## src/rtl/dmem_access_sequencer.sv

```systemverilog
// MEM-stage data-memory sequencer: turns an EX/MEM load/store into a req/ready
// transaction, stalling the pipeline front and bubbling MEM/WB until it completes.
module dmem_access_sequencer #(
   parameter int ADDR_W  = 9,
   parameter int DATA_W  = 32,
   parameter int TIMEOUT = 255
) (
   input  logic              clk,
   input  logic              reset,
   input  logic              mem_read,
   input  logic              mem_write,
   input  logic [ADDR_W-1:0] mem_addr,
   input  logic [DATA_W-1:0] mem_wdata,
   output logic              dmem_req,
   output logic              dmem_we,
   output logic [ADDR_W-1:0] dmem_addr,
   output logic [DATA_W-1:0] dmem_wdata,
   input  logic              dmem_ready,
   input  logic [DATA_W-1:0] dmem_rdata,
   output logic              stall,
   output logic              memwb_bubble,
   output logic [DATA_W-1:0] load_data,
   output logic              load_valid,
   input  logic              err_clr,
   output logic              err
);

   localparam int CNT_W = (TIMEOUT > 0) ? $clog2(TIMEOUT + 1) : 1;
   // Value of the counter during the last permitted BUSY cycle.
   localparam logic [CNT_W-1:0] CNT_LAST = (TIMEOUT > 0) ? CNT_W'(TIMEOUT - 1) : '0;

   typedef enum logic [1:0] {IDLE, BUSY, DONE} state_t;

   state_t           state;
   logic [CNT_W-1:0] cnt;
   logic             op;
   logic             timeout_hit;

   assign op          = mem_read | mem_write;
   assign timeout_hit = (TIMEOUT != 0) && (cnt == CNT_LAST);

   assign stall        = ((state == IDLE) && op) || (state == BUSY);
   assign memwb_bubble = stall;

   always_ff @(posedge clk) begin
      if (reset) begin
         state      <= IDLE;
         cnt        <= '0;
         dmem_req   <= 1'b0;
         dmem_we    <= 1'b0;
         dmem_addr  <= '0;
         dmem_wdata <= '0;
         load_data  <= '0;
         load_valid <= 1'b0;
         err        <= 1'b0;
      end else begin
         // A timeout later in this block overrides the clear.
         if (err_clr) err <= 1'b0;
         case (state)
            IDLE: begin
               if (op) begin
                  dmem_req   <= 1'b1;
                  dmem_we    <= mem_write & ~mem_read;
                  dmem_addr  <= mem_addr;
                  dmem_wdata <= mem_wdata;
                  cnt        <= '0;
                  state      <= BUSY;
               end
            end
            BUSY: begin
               cnt <= cnt + 1'b1;
               if (dmem_ready) begin
                  if (!dmem_we) load_data <= dmem_rdata;
                  load_valid <= ~dmem_we;
                  dmem_req   <= 1'b0;
                  state      <= DONE;
               end else if (timeout_hit) begin
                  if (!dmem_we) load_data <= '0;
                  load_valid <= ~dmem_we;
                  err        <= 1'b1;
                  dmem_req   <= 1'b0;
                  state      <= DONE;
               end
            end
            DONE: begin
               // Held instruction advances now; its op inputs must not re-issue.
               load_valid <= 1'b0;
               cnt        <= '0;
               state      <= IDLE;
            end
            default: state <= IDLE;
         endcase
      end
   end

endmodule

```

## config.mk

```make
export PLATFORM = sky130hd
export DESIGN_NAME = dmem_access_sequencer
export DESIGN_NICKNAME = d
export VERILOG_FILES = /design/src/rtl/dmem_access_sequencer.sv
export SDC_FILE = /design/constraint.sdc
export NUM_CORES = 1
export LEC_CHECK = 0
export CAP_MARGIN = 20
export CORE_ASPECT_RATIO = 1.25
export CORE_MARGIN = 3
export CORE_UTILIZATION = 40
export CTS_CLUSTER_SIZE = 24
export DETAILED_ROUTE_END_ITERATION = 12
export PLACE_DENSITY = 0.85
export SYNTH_ARGS = -nofsm -noshare
export SYNTH_HDL_FRONTEND = slang
export SYNTH_SLANG_ARGS = --single-unit
```

## constraint.sdc

```tcl
create_clock -name clk -period 1.8 [get_ports clk]
set_input_delay 0.45 -clock clk [delete_from_list [all_inputs] [get_ports clk]]
set_output_delay 0.45 -clock clk [all_outputs]
set_load 0.02 [all_outputs]
```

* After elaboration in Yosys (flattened, before gate mapping)
Cells that the tools add are included.
Storage, ports and cells: flip-flop bits (word level) 87, bits of input ports 79, output and inout bits 79, logic and storage cells 55
Operators by class: add/subtract/negate cells 1, equal/unequal tests 7, muxes and demuxes 21, bitwise gates (word level) 4, reductions and logical operators 13
Operators with widths (count):
- $mux W32 | 4
- $pmux W8 S3 | 1
- $mux W1 | 9
- $add A8 B1 Y8 const B | 1
- $eq A8 B8 Y1 const B | 1
- $mux W8 | 1
- $reduce_and A2 Y1 | 4
- $mux W2 | 3
- $ne A2 B2 Y1 const B | 3
- $reduce_bool A2 Y1 | 3
- $pmux W1 S2 | 2
- $pmux W2 S2 | 1
- $reduce_and A4 Y1 | 1
- $ne A3 B3 Y1 const B | 1
- $reduce_and A3 Y1 | 1
- $reduce_bool A3 Y1 | 1
- $eq A2 B1 Y1 const B | 1
- $eq A2 B2 Y1 const B | 1
- $logic_not A2 Y1 | 1
- $not A1 Y1 | 2
- $and A1 B1 Y1 | 1
- $logic_and A1 B1 Y1 | 1
- $logic_or A1 B1 Y1 | 1
- $or A1 B1 Y1 | 1

* Longest topological paths before layout
Gate-level depths: netlist of run 1.
word-level depth 4, depth in mapped cells 6, mapped depth without buffers 5

* Worst setup path after synthesis of run 1
Ideal clock, no wire load.
kind input to output, from in mem_write, to out stall, data arrival time 1.093 ns, required time 1.350 ns, path slack 0.257 ns, cell stages on the path 3, cells stage by stage nor3_1 -> nor2_1 -> buf_4
On the way: cells in the longest elaborated chain, start to end 3
Ends and longest elaborated chain:
- start, declared | RTL line 11 | input logic mem_write,
- $or A1 B1 Y1 | RTL line 39 | assign op = mem_read | mem_write;
- $logic_and A1 B1 Y1 | RTL line 42 | assign stall = ((state == IDLE) && op) || (state == BUSY);
- $logic_or A1 B1 Y1 | RTL line 42
- end, declared | RTL line 20 | output logic stall,
No other way between the ends.

* Worst setup path after layout of run 1
from reg dmem_wdata[15], to out dmem_wdata[15]
RTL lines:
- start, declared | RTL line 17 | output logic [DATA_W-1:0] dmem_wdata,
- start signal, assigned | RTL line 65 | dmem_wdata <= mem_wdata;
No word-level cell between the ends.

==> summary.md, run 1 <==
| Metric | Value |
|---|---|
| First-pass GRT wire length | `14,330 um` |
| Drt wl/cell | `approximately 15 um` |
| Post-DRT Antenna Nets | `0` |
| Slowest stage delay, CP | `630 ps` |
| CP Data Arrival Time | `around 1300 ps` |
| Core area | `7488 um2` |
| DIE AREA | `8940 um2` |
| Gr ovfl total | `0` |
| Worst IR Drop VDD | `about 560 uV` |
| Worst slack, placed | `-386.7 ps` |
| Distinct cells, synth | `35` |
| Slowest-stage cell, CP | `clkdlybuf4s50_1` |
| # DRC | `0` |
| Worst setup SP type | `flip-flop` |
| Via count | `2,965` |
| Ant diodes | `0` |
| Final non-filler cell total | `589` |
| Outcome | `finished clean` |
| CP Depth | `1` |
| Longest Clk Path Bufs | `2` |
| Commonest cells in the netlist | `dfxtp_1 (87), nand2_1 (85), a21oi_1 (51)` |
| Ys flop type | `dfxtp_1` |
| Synthesized Nets | `415` |
| RSZ-0062 raised after global routing | `false` |
| Vias in the first global route | `2,941` |
| Drt first pass iters | `4` |
| Syn Area/Cell | `9.384 um2` |
| Area fraction of the dominant cell type after synthesis | `between 50 and 60%` |
| Sequential area share after synthesis | `55.57%` |
| Power density of the placed cells | `835.3 nW/um2` |
| Post-Syn Area | `3134 um2` |
| Worst-path maximum fanout | `2` |
| Minimum clock period | `1758 ps` |
| Total track usage | `about a fifth` |
| Dpl cells | `approximately 570` |
| Async S/R FF share, synth | `0%` |
| Final hold vios | `0` |
| Clk root buf | `clkbuf_8` |
| Critical path required time | `1350 ps` |
| Initial DRC count | `128` |
| Leak | `between 2 and 2.5 nW` |
| Crit path cell chain | `clkdlybuf4s50_1` |
| Initial core utilization | `41.85%` |
| Element type at the critical path end | `output pin` |
| Post-synth EDFFs | `0` |
| Register bit count reported by yosys | `87` |
| CTS H-tree depth | `3` |
| Die Y-Extent | `105.0 um` |
| HP Class | `flip-flop to flip-flop` |
| Final setup fails | `0` |
| Max transition margin | `between 70 and 80%` |
| Worst skew pair latency | `340 ps` |
| Worst-Margin Slew | `324.7 ps` |
| Antenna violations before repair | `0` |
| Share of cells above drive strength 1 | `under 10%` |
| PortBufs | `157` |
| Max Freq | `0.5688 GHz` |
| Synth area leader | `dfxtp_1` |
| Area grow syn2layout | `61.92%` |
| Clock sinks | `87` |
| Inserted Clock Buffers | `9` |
| IO Pins | `158` |
| Crit Path Category | `flip-flop to output pin` |
| Via-to-Cell Ratio | `approximately 5` |
| Clk_skew | `10.65 ps` |
| GPL Wtd Cong | `0.7991` |
| Worst hold path depth | `2` |
| Top-count cell post-synth | `dfxtp_1` |
| Total routed wirelength | `between 8000 and 9000 um` |
| Slew Limit Fails | `0` |
| Final setup margin | `approximately 42 ps` |
| CP top delay family | `buffers and inverters` |
| Synth area leaders | `dfxtp_1 (56%), nand2_1 (10%), a22o_1 (8.4%)` |
| Fin util | `67.77%` |
| Worst-path clk slew | `90 ps` |
| CTS tree | `built` |
| DP HPWL | `6526 um` |
| Cells after Synth | `334` |
| Hold_ws | `455.0 ps` |
| Fin nets | `between 500 and 600` |
| Final period utilization | `97.68%` |
| FF-to-FF path depth | `6` |
| Largest net degree at the start of global routing | `33` |
| Buf+Inv Stages, Crit Path | `1` |
| MaxCap Viol Count | `0` |
| # rows | `35` |
| Die W | `85.18 um` |
| Setup tns final | `0 ps` |
| Ys Warns | `0` |
## sequential cells by signal (all words and copies together), names as in the netlist
name	cells
cnt	8
dmem_addr	9
dmem_req	1
dmem_wdata	32
dmem_we	1
err	1
load_data	32
load_valid	1
state	2
## per-stage QoR
stage	instance area, um2	power (W)
2_1_floorplan	3134	0.002583
3_3_place_gp	4827	0.003064
3_5_place_dp	4827	0.003088
4_1_cts	4992	0.004288
5_1_grt	5075	0.004445
6_report	5075	0.004239
## power by group
| part | internal (W) | leakage [nW] | switching, W |
|---|---|---|---|
| Sequential | 0.00204 | 0.712 | 0.0000618 |
| Combinational | 0.000472 | 1.62 | 0.000451 |
| Clock | 0.000509 | 0.0793 | 0.000702 |
## cell type report
class / instances / area (um2)
clock buffers: 10 / 127.6
clock inverters: 6 / 45.04
fillers: 593 / 2414
inverters: 3 / 11.26
multi-input cells: 220 / 1242
flip-flops and latches: 87 / 1742
well taps: 92 / 115.1
repair buffers: 171 / 1792
## cell families after synthesis
kind of cell               after synthesis  synth area share [%]
AOI/OAI and AO/OA                      100                 21.84
and+or+nand+nor                        116                 15.81
muxes                                    2                0.6786
DFF                                     87                 55.57
buffers and inverters                   27                 5.309
adders and majority gates                2                0.7983
## layout by cell type (no fill, tap or decap), types with 2 or more instances in the layout
master           count
nor2_1              16
a22o_1              30
clkinvlp_4           3
a311oi_1             2
o21ai_0              3
dlymetal6s2s_1      32
inv_1                3
a22o_2               2
clkbuf_8             9
clkdlybuf4s50_1    120
ha_1                 2
buf_12               4
a21oi_1             51
and3_1               2
inv_6                2
buf_2                2
nand3_1              2
nand2_1             85
nand4_1              2
dlygate4sd2_1        2
a211oi_1             5
dfxtp_1             87
buf_4               11
## repair_timing
action	in CTS	in global routing
pin swaps	1	2
setup endpoints to repair	4	32
gates resized for setup	11	33
hold buffers	0	0
buffers inserted	0	0
## layer usage
metal	global-route usage, %	wire, um
met2	34.28	4556
met4	8.937	262
met5	0	0
met3	4.022	519
met1	22.82	3540
## path summary, 6_finish.rpt
kind	startpoint	end	slack, ps
max	dmem_wdata[15]$_SDFFE_PP0P_	dmem_wdata[15]	40
min	dmem_wdata[16]$_SDFFE_PP0P_	dmem_wdata[16]$_SDFFE_PP0P_	450
max reg2reg	state[0]$_SDFFE_PP0P_	dmem_wdata[18]$_SDFFE_PP0P_	210
min reg2reg	dmem_wdata[16]$_SDFFE_PP0P_	dmem_wdata[16]$_SDFFE_PP0P_	450
Note: power is estimated with default switching activity, not from simulation.
==> run 2: changes to the inputs <==
==> constraint.sdc (replaced) <==
create_clock -name clk -period 1.7 [get_ports clk]
set_input_delay 0.425 -clock clk [delete_from_list [all_inputs] [get_ports clk]]
set_output_delay 0.425 -clock clk [all_outputs]
set_load 0.02 [all_outputs]
==> run 2 against run 1 <==
Net effect: clock skew barely moved; total power increased by 3.7%; critical path depth is 4 higher; via count up 1.3%; routed wire length down 0.56%; non-clock buffer count increased by 4; clock-buffer cell count did not move.
==> summary.md, run 2 (synthesized netlist as in run 1, its figures left out) <==
| Metric | Value |
|---|---|
| Gr ovfl total | `0 (unchanged)` |
| GPL Wtd Cong | `0.7587 (-5.1%)` |
| Power density of the placed cells | `889.6 nW/um2 (+6.5%)` |
| Via-to-Cell Ratio | `5.064 (+0.60%)` |
| Via count | `3,003 (+1.3%)` |
| IO Pins | `158 (unchanged)` |
| Worst-path maximum fanout | `2 (unchanged)` |
| First-pass GRT wire length | `14,060 um (-1.9%)` |
| Worst Hold Launch | `dmem_addr[7]$_SDFFE_PP0P_` |
| DP HPWL | `6494 um (-0.49%)` |
| Crit Path Category | `primary input to output pin` |
| Drt wl/cell | `14.89 um (-1.2%)` |
| Share of cells above drive strength 1 | `9.780% (+1.1 points)` |
| Clk root buf | `clkbuf_8` |
| CTS H-tree depth | `3 (unchanged)` |
| CTS tree | `built` |
| Core area | `7488 um2 (unchanged)` |
| Total track usage | `19.41% (-0.29 points)` |
| Total met3 wirelength after detailed routing | `520 um (+0.19%)` |
| HP Class | `flip-flop to flip-flop` |
| Clock power frac | `28.5% (about the same)` |
| Uppermost layer routed | `met4` |
| Reg-to-Reg End | `load_data[4]$_SDFFE_PP0P_` |
| Final hold vios | `0 (unchanged)` |
| Worst skew pair latency | `340 ps (about the same)` |
| Combinational group share of total power | `20.9% (-0.9 points)` |
| RSZ-0062 raised after global routing | `false` |
| Initial DRC count | `164 (+28%)` |
| Switching pwr | `0.001259 W (+3.6%)` |
| PortBufs | `157 (unchanged)` |
| Minimum clock period | `1645 ps` |
| Element type at the critical path end | `output pin` |
| Worst hold path depth | `2 (unchanged)` |
| Largest net degree at the start of global routing | `41 (+24%)` |
| Dpl cells | `575 (+0.35%)` |
| Longest Clk Path Bufs | `2 (unchanged)` |
| Critical Path Source | `mem_read` |
| Max Freq | `around 0.61 GHz` |
| Fin nets | `577 (+0.70%)` |
| Placed inst area | `4842 um2 (+0.31%)` |
| # DRC | `0 (unchanged)` |
| Hold_ws | `452.3 ps (-2.638 ps)` |
| Worst-path clk slew | `80 ps (about the same)` |
| MaxCap Viol Count | `0 (unchanged)` |
| Post-DRT Antenna Nets | `0 (unchanged)` |
| Sequential Power Share | `50.6% (+1.0 points)` |
| Final period utilization | `96.77%` |
| Slew Limit Fails | `0 (unchanged)` |
| Setup tns final | `0 ps (unchanged)` |
| Worst IR Drop VDD | `526.3 uV (-5.8%)` |
| Ant diodes | `0 (unchanged)` |
| Hold Path End | `dmem_addr[7]$_SDFFE_PP0P_` |
| Slowest-stage cell, CP | `dlygate4sd2_1` |
| Max transition margin | `73.00% (-4.8 points)` |
| Vias in the first global route | `2,907 (-1.2%)` |
| Biggest regs | `dmem_wdata (32), load_data (32), dmem_addr (9)` |
| Worst setup SP type | `primary input` |
| CP Data Arrival Time | `1220 ps (-90 ps)` |
| Critical R2R Launch | `state[0]$_SDFFE_PP0P_` |
| Antenna violations before repair | `0 (unchanged)` |
| Die Y-Extent | `105.0 um (unchanged)` |
| Outcome | `finished clean` |
| Crit path cell chain | `dlygate4sd2_1 -> nor3_2 -> nor2_1 -> buf_4 -> buf_4` |
| Routed length on met1 | `3560 um (+0.56%)` |
| Commonest non-fill, non-tap cell in the layout | `dfxtp_1` |
| R2R Setup Slk | `120 ps (-90 ps)` |
| Critical path required time | `1270 ps (-80 ps)` |
| Area grow syn2layout | `57.64%` |
| Net Sw Frac | `28.63% (about the same)` |
| FF-to-FF path depth | `5 (-1)` |
| Leak | `2.230 nW (-7.7%)` |
| Sequential cell area | `1742 um2 (unchanged)` |
| Worst-Margin Slew | `394.7 ps (+70.00 ps)` |
| Inserted Clock Buffers | `9 (unchanged)` |
| Finished Cell Area | `4941 um2 (-2.6%)` |
| Clock sinks | `87 (unchanged)` |
| Slowest stage delay, CP | `260 ps (-370 ps)` |
| Die W | `85.18 um (unchanged)` |
| Fillers | `615 (+3.7%)` |
| Final setup fails | `0 (unchanged)` |
| Met2 routed WL | `4579 um (+0.50%)` |
| Area of the multi-input gates | `1247 um2 (+0.40%)` |
| Commonest cells after routing, fill and taps aside | `dfxtp_1 (87), nand2_1 (85), dlygate4sd2_1 (78), clkdlybuf4s50_1 (75), a21oi_1 (51)` |
| Internal power | `0.003137 W (+3.7%)` |
| Clk_skew | `11.07 ps (+0.4287 ps)` |
| # rows | `35 (unchanged)` |
| Initial core utilization | `41.85% (unchanged)` |
| Final non-filler cell total | `593 (+0.68%)` |
| DIE AREA | `8940 um2 (unchanged)` |
| Hold Buf Count CTS | `0 (unchanged)` |
| Drt first pass iters | `4 (unchanged)` |
| Total routed wirelength | `8828 um (-0.56%)` |
| Most used cell, CP | `buf_4` |
[run 2: cell types whose count changed in the layout (fill, tap and decap cells not counted), moves of 2 or more]
cell / change
buf_4: +4
dlymetal6s2s_1: -32
nor2_2: +2
clkdlybuf4s50_1: -45
dlygate4sd2_1: +76
nor2_1: -2
[run 2: how the worst max path moves through the flow]
stage / to / slack, ps / depth (start not counted)
6_report: stall / 50 / 5
5_1_grt: stall / 10 / 5
4_1_cts: stall / 40 / 4
3_5_place_dp: memwb_bubble / -470 / 4
3_3_place_gp: stall / -420 / 4
2_1_floorplan: stall / 210 / 3
[run 2: layout make-up]
cell class | count | share of cell area [%]
Timing Repair Buffer | 175 | 33.45
Clock inverter | 6 | 0.9116
Sequential cell | 87 | 35.25
Multi-Input combinational cell | 220 | 25.25
Tap cell | 92 | 2.330
Clock buffer | 10 | 2.583
Inverter | 3 | 0.2279
[run 2: power by group through the flow]
stage | clock network [W] | registers, W | logic (W)
detailed placement | 0 | 0.00228 | 0.000998
global placement | 0 | 0.00227 | 0.000981
floorplan | 0 | 0.00242 | 0.000312
global route | 0.00137 | 0.00224 | 0.000995
finish | 0.00125 | 0.00222 | 0.000920
CTS | 0.00130 | 0.00222 | 0.000923
[run 2: critical path, delay by kind of cell]
kind	cells	cell delay [ps]
buffers and inverters	3	530
and+or+nand+nor	2	260
[run 2: through the flow]
step                util [%]  total power [W]  setup WS [ps]
floorplan                  -         0.002735          207.5
global placement       64.66         0.003248         -423.0
detailed placement     64.66         0.003274         -469.4
CTS                    65.90         0.004448          35.72
global route           65.98         0.004605          12.63
finish                 65.98         0.004395          54.96
[run 2: repair_timing]
action | 4_1_cts | 5_1_grt
pin swaps | 2 | 2
buffers inserted | 2 | 0
endpoints found under the hold margin | 0 | 0
gates resized for setup | 88 | 3
setup endpoints to repair | 79 | 5
[run 2: metal layers]
metal | global-route usage (%) | up-vias
met1 | 22.89 | 1397
met4 | 5.656 | 0
met3 | 5.284 | 20
met5 | 0 | -
li1 | - | 1478
met2 | 33.94 | 108
==> run 3: changes to the inputs <==
--- a/config.mk
+++ b/config.mk
@@ -11,6 +11,7 @@
 export CORE_UTILIZATION = 40
 export CTS_CLUSTER_SIZE = 24
 export DETAILED_ROUTE_END_ITERATION = 12
+export HOLD_SLACK_MARGIN = 0.1
 export PLACE_DENSITY = 0.85
 export SYNTH_ARGS = -nofsm -noshare
 export SYNTH_HDL_FRONTEND = slang
==> results of run 3 <==
Same layout as run 2: the final DEF is identical, and so are final timing and power.
